**config.mk**
```make
export PLATFORM = sky130hd
export DESIGN_NAME = reg_load_arbiter
export DESIGN_NICKNAME = d
export VERILOG_FILES = /design/src/rtl/reg_arb_pkg.sv /design/src/rtl/reg_load_arbiter_rr_pick.sv /design/src/rtl/reg_load_arbiter.sv
export SDC_FILE = /design/constraint.sdc
export NUM_CORES = 1
export LEC_CHECK = 0
export CORE_MARGIN = 8
export CORE_UTILIZATION = 38
export DETAILED_ROUTE_END_ITERATION = 12
export PLACE_DENSITY = 0.78
export SLEW_MARGIN = 10
export SYNTH_ARGS = -nofsm -noshare
export SYNTH_HDL_FRONTEND = slang
export SYNTH_HIERARCHICAL = 1
export SYNTH_SLANG_ARGS = --single-unit
export TNS_END_PERCENT = 1
```
**constraint.sdc**
```tcl
create_clock -name clock -period 2.6 [get_ports clock]
set_input_delay 0.78 -clock clock [delete_from_list [all_inputs] [get_ports clock]]
set_output_delay 0.78 -clock clock [all_outputs]
set_load 0.05 [all_outputs]
```
**src/rtl/reg_arb_pkg.sv**
```systemverilog
// Shared types and constants for the round-robin register-load arbiter.
package reg_arb_pkg;

    typedef enum logic [1:0] {
        IDLE = 2'd0,
        LOAD = 2'd1,
        ACK  = 2'd2
    } arb_state_t;

    localparam int DEF_NREQ  = 4;
    localparam int DEF_WIDTH = 8;

    // grant_id is kept at least one bit wide, even when NREQ is 2
    function automatic int id_width(input int n);
        return (n <= 2) ? 1 : $clog2(n);
    endfunction

endpackage

```
**src/rtl/reg_load_arbiter_rr_pick.sv**
```systemverilog
// Combinational round-robin picker: first requester after ptr, wrapping modulo NREQ.
module rr_pick
    import reg_arb_pkg::*;
#(
    parameter int NREQ = DEF_NREQ,
    parameter int IDW  = id_width(DEF_NREQ)
) (
    input  logic [NREQ-1:0] req,
    input  logic [IDW-1:0]  ptr,
    output logic            valid,
    output logic [IDW-1:0]  winner
);

    logic           found;
    logic [IDW-1:0] idx;

    always_comb begin
        valid  = |req;
        winner = '0;
        found  = 1'b0;
        idx    = '0;
        // ptr itself is searched last, so the previous winner has the lowest priority
        for (int k = 1; k <= NREQ; k++) begin
            idx = IDW'((int'(ptr) + k) % NREQ);
            if (!found && req[idx]) begin
                found  = 1'b1;
                winner = idx;
            end
        end
    end

endmodule

```
**src/rtl/reg_load_arbiter.sv**
```systemverilog
// Round-robin arbiter that shares one loadable register among NREQ write requesters.
//   state | meaning
//   IDLE  | waiting for any req; samples req/wdata and picks a winner
//   LOAD  | reg_load high, register captures reg_din at the closing edge
//   ACK   | one-hot ack pulse to the winner, then back to IDLE
module reg_load_arbiter
    import reg_arb_pkg::*;
#(
    parameter int NREQ  = DEF_NREQ,
    parameter int WIDTH = DEF_WIDTH,
    parameter int IDW   = id_width(NREQ)
) (
    input  logic                  clock,
    input  logic                  reset,
    input  logic [NREQ-1:0]       req,
    input  logic [NREQ*WIDTH-1:0] wdata,
    output logic [NREQ-1:0]       ack,
    output logic [WIDTH-1:0]      reg_din,
    output logic                  reg_load,
    output logic [IDW-1:0]        grant_id,
    output logic                  busy
);

    arb_state_t       state, state_nx;
    logic [IDW-1:0]   ptr, ptr_nx;
    logic [IDW-1:0]   grant_id_nx;
    logic [WIDTH-1:0] reg_din_nx;
    logic             reg_load_nx;
    logic [NREQ-1:0]  ack_nx;
    logic             pick_valid;
    logic [IDW-1:0]   pick_id;

    rr_pick #(
        .NREQ (NREQ),
        .IDW  (IDW)
    ) u_rr_pick (
        .req    (req),
        .ptr    (ptr),
        .valid  (pick_valid),
        .winner (pick_id)
    );

    always_ff @(posedge clock or negedge reset) begin
        if (!reset) begin
            state <= IDLE;
        end else begin
            state <= state_nx;
        end
    end

    always_comb begin
        state_nx    = state;
        ptr_nx      = ptr;
        grant_id_nx = grant_id;
        reg_din_nx  = reg_din;
        reg_load_nx = 1'b0;
        ack_nx      = '0;
        case (state)
            IDLE: begin
                if (pick_valid) begin
                    reg_din_nx  = wdata[int'(pick_id)*WIDTH +: WIDTH];
                    grant_id_nx = pick_id;
                    ptr_nx      = pick_id;
                    reg_load_nx = 1'b1;
                    state_nx    = LOAD;
                end
            end
            LOAD: begin
                ack_nx[grant_id] = 1'b1;
                state_nx         = ACK;
            end
            ACK: begin
                state_nx = IDLE;
            end
            default: begin
                state_nx = IDLE;
            end
        endcase
    end

    always_ff @(posedge clock or negedge reset) begin
        if (!reset) begin
            ptr      <= IDW'(NREQ - 1);
            grant_id <= '0;
            reg_din  <= '0;
            reg_load <= 1'b0;
            ack      <= '0;
        end else begin
            ptr      <= ptr_nx;
            grant_id <= grant_id_nx;
            reg_din  <= reg_din_nx;
            reg_load <= reg_load_nx;
            ack      <= ack_nx;
        end
    end

    assign busy = (state != IDLE);

endmodule

```
After elaboration in Yosys (flattened, before gate mapping):

Index checks and enable logic that the tools add are counted.

* add/subtract/negate cells: 4
* order comparisons: 6
* equality and inequality tests: 2
* shifts and indexed selects: 1
* muxes and demuxes: 22
* reduce and logical (&&, ||, !) cells: 11

Operator list (count)
* $shiftx A32 B6 Y8: 1
* $lt A2 B3 Y1 const B: 5
* $mux W1: 10
* $mux W2: 5
* $bmux W1 S2: 4
* $add A2 B1 Y2 const B: 2
* $add A2 B2 Y2 const B: 2
* $logic_and A1 B1 Y1: 4
* $mux W4: 1
* $pmux W2 S2: 1
* $reduce_or A4 Y1: 1
* $logic_not A1 Y1: 3
* $demux W1 S2: 1
* $eq A2 B1 Y1 const B: 1
* $ge A2 B1 Y1 const B: 1
* $logic_not A2 Y1: 1
* $ne A2 B2 Y1 const B: 1
* $reduce_and A2 Y1: 1
* $reduce_bool A2 Y1: 1

* flip-flop bits (word level): 19
* input bits: 38
* logic and storage cells: 52

Longest topological paths before layout:

Gate-level depths: netlist (run 1).

* depth after elaboration: 14
* mapped depth: 6

Modules after synthesis:

The synthesis (run 1) kept the hierarchy.

By module, submodules not included
* reg_load_arbiter: instances 1, cells an instance 50, area an instance 913.4 um2, sequential area each 478.0 um2
* rr_pick: instances 1, cells an instance 14, area an instance 81.3 um2, sequential area each 0.0 um2

Worst setup path before layout (run 1):

No wires, ideal clock.

* kind: input-to-reg
* start: in req[1]
* end: reg reg_din[0]
* setup time: 0.125 ns
* arrival time: 2.067 ns
* required time: 2.475 ns
* slack: 0.408 ns
* cell stages on the path: 6
* path buffers: 1
* path through: nor2b_1 -> a21oi_1 -> o221ai_2 -> buf_6 -> mux4_2 -> mux2_4

* longest elaborated chain between the ends: 13

Ends and longest elaborated chain
* start: declaration: RTL line reg_load_arbiter.sv:15 `input logic [NREQ-1:0] req,`
* $bmux W1 S2: RTL line reg_load_arbiter_rr_pick.sv:25 `if (!found && req[idx]) begin`
* $mux W1 (implied by the code): RTL line reg_load_arbiter_rr_pick.sv:25
* $mux W1: RTL line reg_load_arbiter_rr_pick.sv:25
* $logic_not A1 Y1: RTL line reg_load_arbiter_rr_pick.sv:25
* $logic_and A1 B1 Y1: RTL line reg_load_arbiter_rr_pick.sv:25
* $mux W1: RTL line reg_load_arbiter_rr_pick.sv:25
* $logic_not A1 Y1: RTL line reg_load_arbiter_rr_pick.sv:25
* $logic_and A1 B1 Y1: RTL line reg_load_arbiter_rr_pick.sv:25
* $mux W1: RTL line reg_load_arbiter_rr_pick.sv:25
* $logic_not A1 Y1: RTL line reg_load_arbiter_rr_pick.sv:25
* $logic_and A1 B1 Y1: RTL line reg_load_arbiter_rr_pick.sv:25
* $mux W2 (*): RTL line reg_load_arbiter_rr_pick.sv:25
* named net pick_id[0]: RTL line reg_load_arbiter.sv:31 `logic [IDW-1:0] pick_id;`
* $shiftx A32 B6 Y8 (*): RTL line reg_load_arbiter.sv:61 `reg_din_nx = wdata[int'(pick_id)*WIDTH +: WIDTH];`
* end signal: assignment: RTL line reg_load_arbiter.sv:91 `reg_din <= reg_din_nx;`
* end: declaration: RTL line reg_load_arbiter.sv:18 `output logic [WIDTH-1:0] reg_din,`

Mark *: on every way through the listed nets, which the timed path passes. The rest lies on a longest branch. The select of a mux whose other input is x is not followed.
A chain may end at the register's enable or synchronous reset.

Final worst setup path (run 1):

* start: reg state[0]
* end: out busy

* longest elaborated chain between the ends: 1

Ends and longest elaborated chain
* start: declaration: RTL line reg_load_arbiter.sv:24 `arb_state_t state, state_nx;`
* start signal: assignment: RTL line reg_load_arbiter.sv:47 `state <= state_nx;`
* $reduce_bool A2 Y1: RTL line reg_load_arbiter.sv:97 `assign busy = (state != IDLE);`
* end: declaration: RTL line reg_load_arbiter.sv:21 `output logic busy`

Every way passes these cells.

==> results of run 1 <==
==> synth_stat cells, drive strengths merged <==
library cell  number  area share (%)
dfrtp             17              43
mux2              12              17
mux4               8              18
a21oi              3             1.5
nand2              3             1.1
nor3b              3             2.8
and3b              2             1.8
buf                2             2.3
dfstp              2             5.3
nor2               2            0.75
nor2b              2             1.3
a31oi              1            0.63
and3               1            0.63
clkbuf             1            0.38
inv                1            0.38
mux2i              1             1.0
nand2b             1            0.63
o221ai             1             1.5
or2                1            0.63
==> worst paths after layout <==
check,to,cells past startpoint,slack [ps]
setup / recovery,busy,2,100
hold / removal,state[0],1,510
setup reg to reg,reg_din[0],6,630
hold reg to reg,state[0],1,510
max in group asynchronous,reg_din[4],2,1310
min in group asynchronous,state[0],1,790
==> area by class of cell <==
class,instances,area share [%]
Tap cell,30,2.30
Inverter,1,0.230
Timing Repair Buffer,60,36.5
Multi-Input combinational cell,41,30.0
Clock buffer,4,1.61
Sequential cell,19,29.3
==> power by group <==
part | internal, mW | switching, mW
Combinational | 0.629 | 0.678
Clock | 0.0598 | 0.0908
Sequential | 0.448 | 0.105
Total | 1.14 | 0.874
==> critical path: cells and delay by family (launching register included) <==
kind	cells	cell delay, ps
DFF	1	430
buffers and inverters	1	700
and+or+nand+nor	1	300
==> cells by family (layout without fill, tap and decap cells) <==
kind of cell,count (synthesis),after routing,synth area share (%)
AND/OR/NAND/NOR,15,15,9.56
AO/OA/AOI/OAI,5,5,3.65
flip-flops,19,19,48.1
multiplexers,21,21,35.7
buffers and inverters,4,65,3.02
==> per-layer routing <==
layer / vias up / global-route usage, %
li1: 364 / -
met1: 381 / 12.4
met2: 31 / 22.9
met3: 4 / 4.14
met4: 0 / 4.96
met5: - / 0
==> cells in the final DEF, fill, tap and decap left out, types with 2 or more instances in the layout <==
cell type        instances
a21oi_1                  3
nor2_1                   2
dfstp_2                  2
mux4_2                   8
mux2_4                   8
mux2_2                   3
nor3b_1                  2
dfrtp_1                 17
clkdlybuf4s50_1         53
and3b_1                  2
clkbuf_4                 3
buf_4                    6
nand2_1                  3
==> flip-flops by register name, summed over array words and instances, names as in the netlist <==
| name | flops |
|---|---|
| grant_id | 2 |
| ack | 4 |
| ptr | 2 |
| state | 2 |
| reg_din | 8 |
| reg_load | 1 |
==> stage by stage <==
| stage | instances | setup WS (ps) |
|---|---|---|
| 3_3_place_gp | 151 | -147 |
| 6_report | 155 | 96.9 |
| 5_1_grt | 155 | 40.1 |
| 3_5_place_dp | 151 | -264 |
| 2_1_floorplan | 64 | 408 |
| 4_1_cts | 155 | 57.3 |
==> impl_results.md, run 1 <==
- Status: completed
- CP max-delay cell: clkdlybuf4s50_1
- Die Width: 67.2 um
- # DRC: 0
- Synthesized area per cell: 15.5 um^2
- Initial DRT Pass Iterations: 4
- Clock sink count: 19
- Area grow syn2layout: 63.9%
- GRT Overall Usage: 12.4%
- Via density: 5.03
- Crit path from: state[0]
- Clock Pin Slew Worst Setup and Hold Paths: 100 ps
- Global placer's final weighted congestion: 0.647
- DR WL met3: 183 um
- Post-layout total power: 2.01 mW
- Synth cell types: 22
- Finished Cell Area: 0.00163 mm^2
- Worst skew pair latency: 300 ps
- VDD IR max: 900 uV
- Req. time, crit path: 1820 ps
- Root buf cell: clkbuf_4
- Rows: 18
- Vias in the first global route: 921
- Syn_nets: 102
- Met2 WL: 1500 um
- Cell Chain, Critical Path: or2_2 -> clkdlybuf4s50_1
- Worst setup SP type: flop
- Warnings from Yosys: 6
- I/O pin count: 54
- Power density cells: 1230 mW/mm^2
- Mapped Area: 995 um^2
- Register area: 478 um^2
- Post-layout min period: 2500 ps
- Global-route wire length before repair: 4210 um
- Fin util: 65.8%
- Multi-input logic area: 489 um^2
- Antenna diodes: 0
- Max Cap Viol: 0
- Final Hold Viols: 0
- Vias: 780
- Fillers: 198
- Sequential element share of the synthesized area: 48.1%
- Number of buffers created by CTS: 3
- Final slew viol count: 0
- Crit-path max FO: 4
- Hold WC Path Type: flop to flop
- Number of buffers added on ports: 53
- Final period util: 96.3%
- CP arrival: 1720 ps
- Critical path type: flop to output pin
- Clk_skew: 1.57 ps
- Drt first-iter violations: 42
- Grt total ovfl: 0
- Hold_sp: state[0]
- Max frequency: 399 MHz
- Half-perimeter wire length after placement: 2260 um
- Placed cell area: 0.00160 mm^2
- Setup repair after global routing missed its margin: no
- Die Height: 67.2 um
- Post-synthesis register bit count: 19
- Final setup violation count: 0
- Final TNS setup: 0 ps
- Starting Density: 40.2%
- Post-CTS Setup Bufs: 0
- H-Tree Depth: 1
- Reg-to-reg startpoint: ptr[1]
- Initial antenna violation count: 0
- Layout Nets: 164
- Post-CTS Resized: 0
- Crit path largest cell delay: 700 ps
- Pin count of the biggest net entering global routing: 11
- Drt wl/cell: 17.1 um
- Leakage: 0.685 nW
- # hold bufs at CTS: 0
- Metal-1 WL: 927 um
- DR top layer: met4
- CTS Buffer Depth: 2
- Syn Inst Count: 64
- Share of cells above drive strength 1: 28.0%
- Final WL: 2650 um
- CTS tree: yes
- Crit end category: output pin
- Die area: 0.00451 mm^2
- Hold Slack: 513 ps
- Worst-Margin Slew: 519 ps
- Post-route ant nets: 0
- Core area: 0.00248 mm^2
- Slew margin rel.: 65.3%
No activity file was read; power rests on OpenSTA's default activity.
==> run 2: changes to the inputs <==
CELL_PAD_IN_SITES_DETAIL_PLACEMENT = 0   (was default)
CELL_PAD_IN_SITES_GLOBAL_PLACEMENT = 1   (was default)
CORE_UTILIZATION = 29   (was 38)
HOLD_SLACK_MARGIN = 0.03   (was default)
PLACE_DENSITY = 0.77   (was 0.78)
==> run 2 against run 1 <==
Net effect: sequential share of layout area decreased by 0.36 points; non-clock buffer count unchanged; die area up 23%; combinational power hardly changed; critical path depth is the same; worst hold slack lost 17 ps; sequential cell count unchanged; maximum frequency rose by 0.51%; final cell count is 10% higher; utilization is 16 points lower.
==> impl_results.md, run 2 (synthesized netlist as in run 1, its figures left out) <==
- Drt first-iter violations: 22
- Share of cells above drive strength 1: 28.0%
- Crit path from: state[0]
- Die Height: 74.6 um
- Antenna diodes: 0
- Grt total ovfl: 0
- Critical path type: flop to output pin
- Core area: 0.00331 mm^2
- CP max-delay cell: clkdlybuf4s50_1
- Max frequency: 402 MHz
- Cell Chain, Critical Path: or2_2 -> clkdlybuf4s50_1
- Leakage: 0.685 nW
- Post-layout min period: 2490 ps
- Hold WC Path Type: flop to flop
- Slew margin rel.: 65.2%
- H-Tree Depth: 1
- Fin cells: 171
- Clk_skew: 4.03 ps
- CP arrival: 1710 ps
- # hold bufs at CTS: 0
- Status: completed
- Post-CTS Setup Bufs: 0
- Final period util: 95.8%
- Rows: 21
- Global placer's final weighted congestion: 0.724
- Setup repair after global routing missed its margin: no
- Final WL: 2450 um
- Biggest register: reg_din
- Initial antenna violation count: 0
- Starting Density: 30.0%
- Die Width: 74.6 um
- Drt wl/cell: 14.3 um
- Worst setup SP type: flop
- Crit end category: output pin
- # DRC: 0
- Reg2reg path depth: 5
- Number of flip-flops under the largest register name: 8
- Final Hold Viols: 0
- Hold Slack: 496 ps
- Post-CTS Resized: 0
- Clock Pin Slew Worst Setup and Hold Paths: 100 ps
- Power density cells: 1210 mW/mm^2
- Worst path depth: 2
- Vias: 772
- Multi-input logic area: 489 um^2
- Final slew viol count: 0
- Hold_sp: state[0]
- Reg-to-reg startpoint: ptr[1]
- Most frequent cells in the layout: 53 x clkdlybuf4s50_1, 17 x dfrtp_1, 8 x mux4_2, 8 x mux2_4, 6 x buf_4
- Clock sink count: 19
- CP bufs+invs: 1
- Layout Nets: 164
- Leading cell type in the layout, fill and taps excluded: clkdlybuf4s50_1
- Fillers: 326
- VDD IR max: 357 uV
- CTS tree: yes
- Worst skew pair latency: 290 ps
- Die area: 0.00556 mm^2
- Crit-path max FO: 4
- Register area: 478 um^2
- Reg2reg end: reg_din[3]
- Half-perimeter wire length after placement: 2100 um
- Initial DRT Pass Iterations: 4
- Critical Path End: busy
- CTS Buffer Depth: 2
- Via density: 4.51
- Max Cap Viol: 0
- Post-route ant nets: 0
- Placed cells: 167
- Number of buffers added on ports: 53
- I/O pin count: 54
- Area grow syn2layout: 65.9%
- Global-route wire length before repair: 3930 um
- Req. time, crit path: 1820 ps
- Vias in the first global route: 849
- Root buf cell: clkbuf_4
- Worst-Margin Slew: 520 ps
- Number of buffers created by CTS: 3
- Final setup violation count: 0
- GRT Overall Usage: 9.20%
- Reg-to-reg slack, setup: 640 ps
- Regs by FF count: reg_din (8), ack (4)
- Crit path largest cell delay: 700 ps
- Crit-path leading delay family: buffers and inverters
- Pin count of the biggest net entering global routing: 20
-- run 2: cell counts in the layout (fill, tap and decap cells not counted) --
Identical to the previous run, type by type.
-- run 2: report_power, final --
group	total [mW]	leakage, nW	switching (mW)	internal [mW]
sequential	0.550	0.230	0.103	0.448
clock	0.144	0.0150	0.0849	0.0596
combinational	1.30	0.440	0.673	0.629
-- run 2: cell type report --
class | instances | share of cell area (%)
timing repair buffer | 60 | 36.1
inverter | 1 | 0.227
multi-input combinational | 41 | 29.6
sequential | 19 | 29.0
tap | 46 | 3.49
clock buffer | 4 | 1.59
-- run 2: through the flow --
stage               TNS [ps]  cell area (um^2)  util (%)  setup WS [ps]  power (mW)
floorplan                  0               995         -            408        1.46
global placement       -1370              1620      49.0           -177        1.86
detailed placement     -1890              1620      49.0           -241        1.88
CTS                        0              1650      49.8           69.9        2.03
global route               0              1650      49.8           16.9        2.11
finish                     0              1650      49.8            109        2.00
-- run 2: how the worst min path moves through the flow --
| stage | slack (ps) | cells past startpoint | to |
|---|---|---|---|
| 6_report | 500 | 1 | state[0] |
| 5_1_grt | 520 | 1 | state[0] |
| 4_1_cts | 500 | 1 | state[0] |
| 3_5_place_dp | 480 | 1 | state[0] |
| 3_3_place_gp | 480 | 1 | state[0] |
| 2_1_floorplan | 460 | 1 | state[0] |
-- run 2: worst register-to-register path: stages (launching register included) --
cell and delay (ps):
dfstp_2 600, mux2i_1 110, o221ai_2 210, buf_12 180, mux4_2 490, mux2_4 260
-- run 2: per-layer routing --
metal	part of all wire, %	global-route usage, %	up-vias
li1	-	-	363
met1	35	9.74	377
met2	56	16.1	26
met3	5.8	2.02	6
met4	3.2	5.87	0
met5	0	0	-
==> run 3: changes to the inputs <==
ABC_CLOCK_PERIOD_IN_PS = 2600   (was default)
==> results of run 3 <==
Final layout, timing and power as in run 2 (identical DEF).
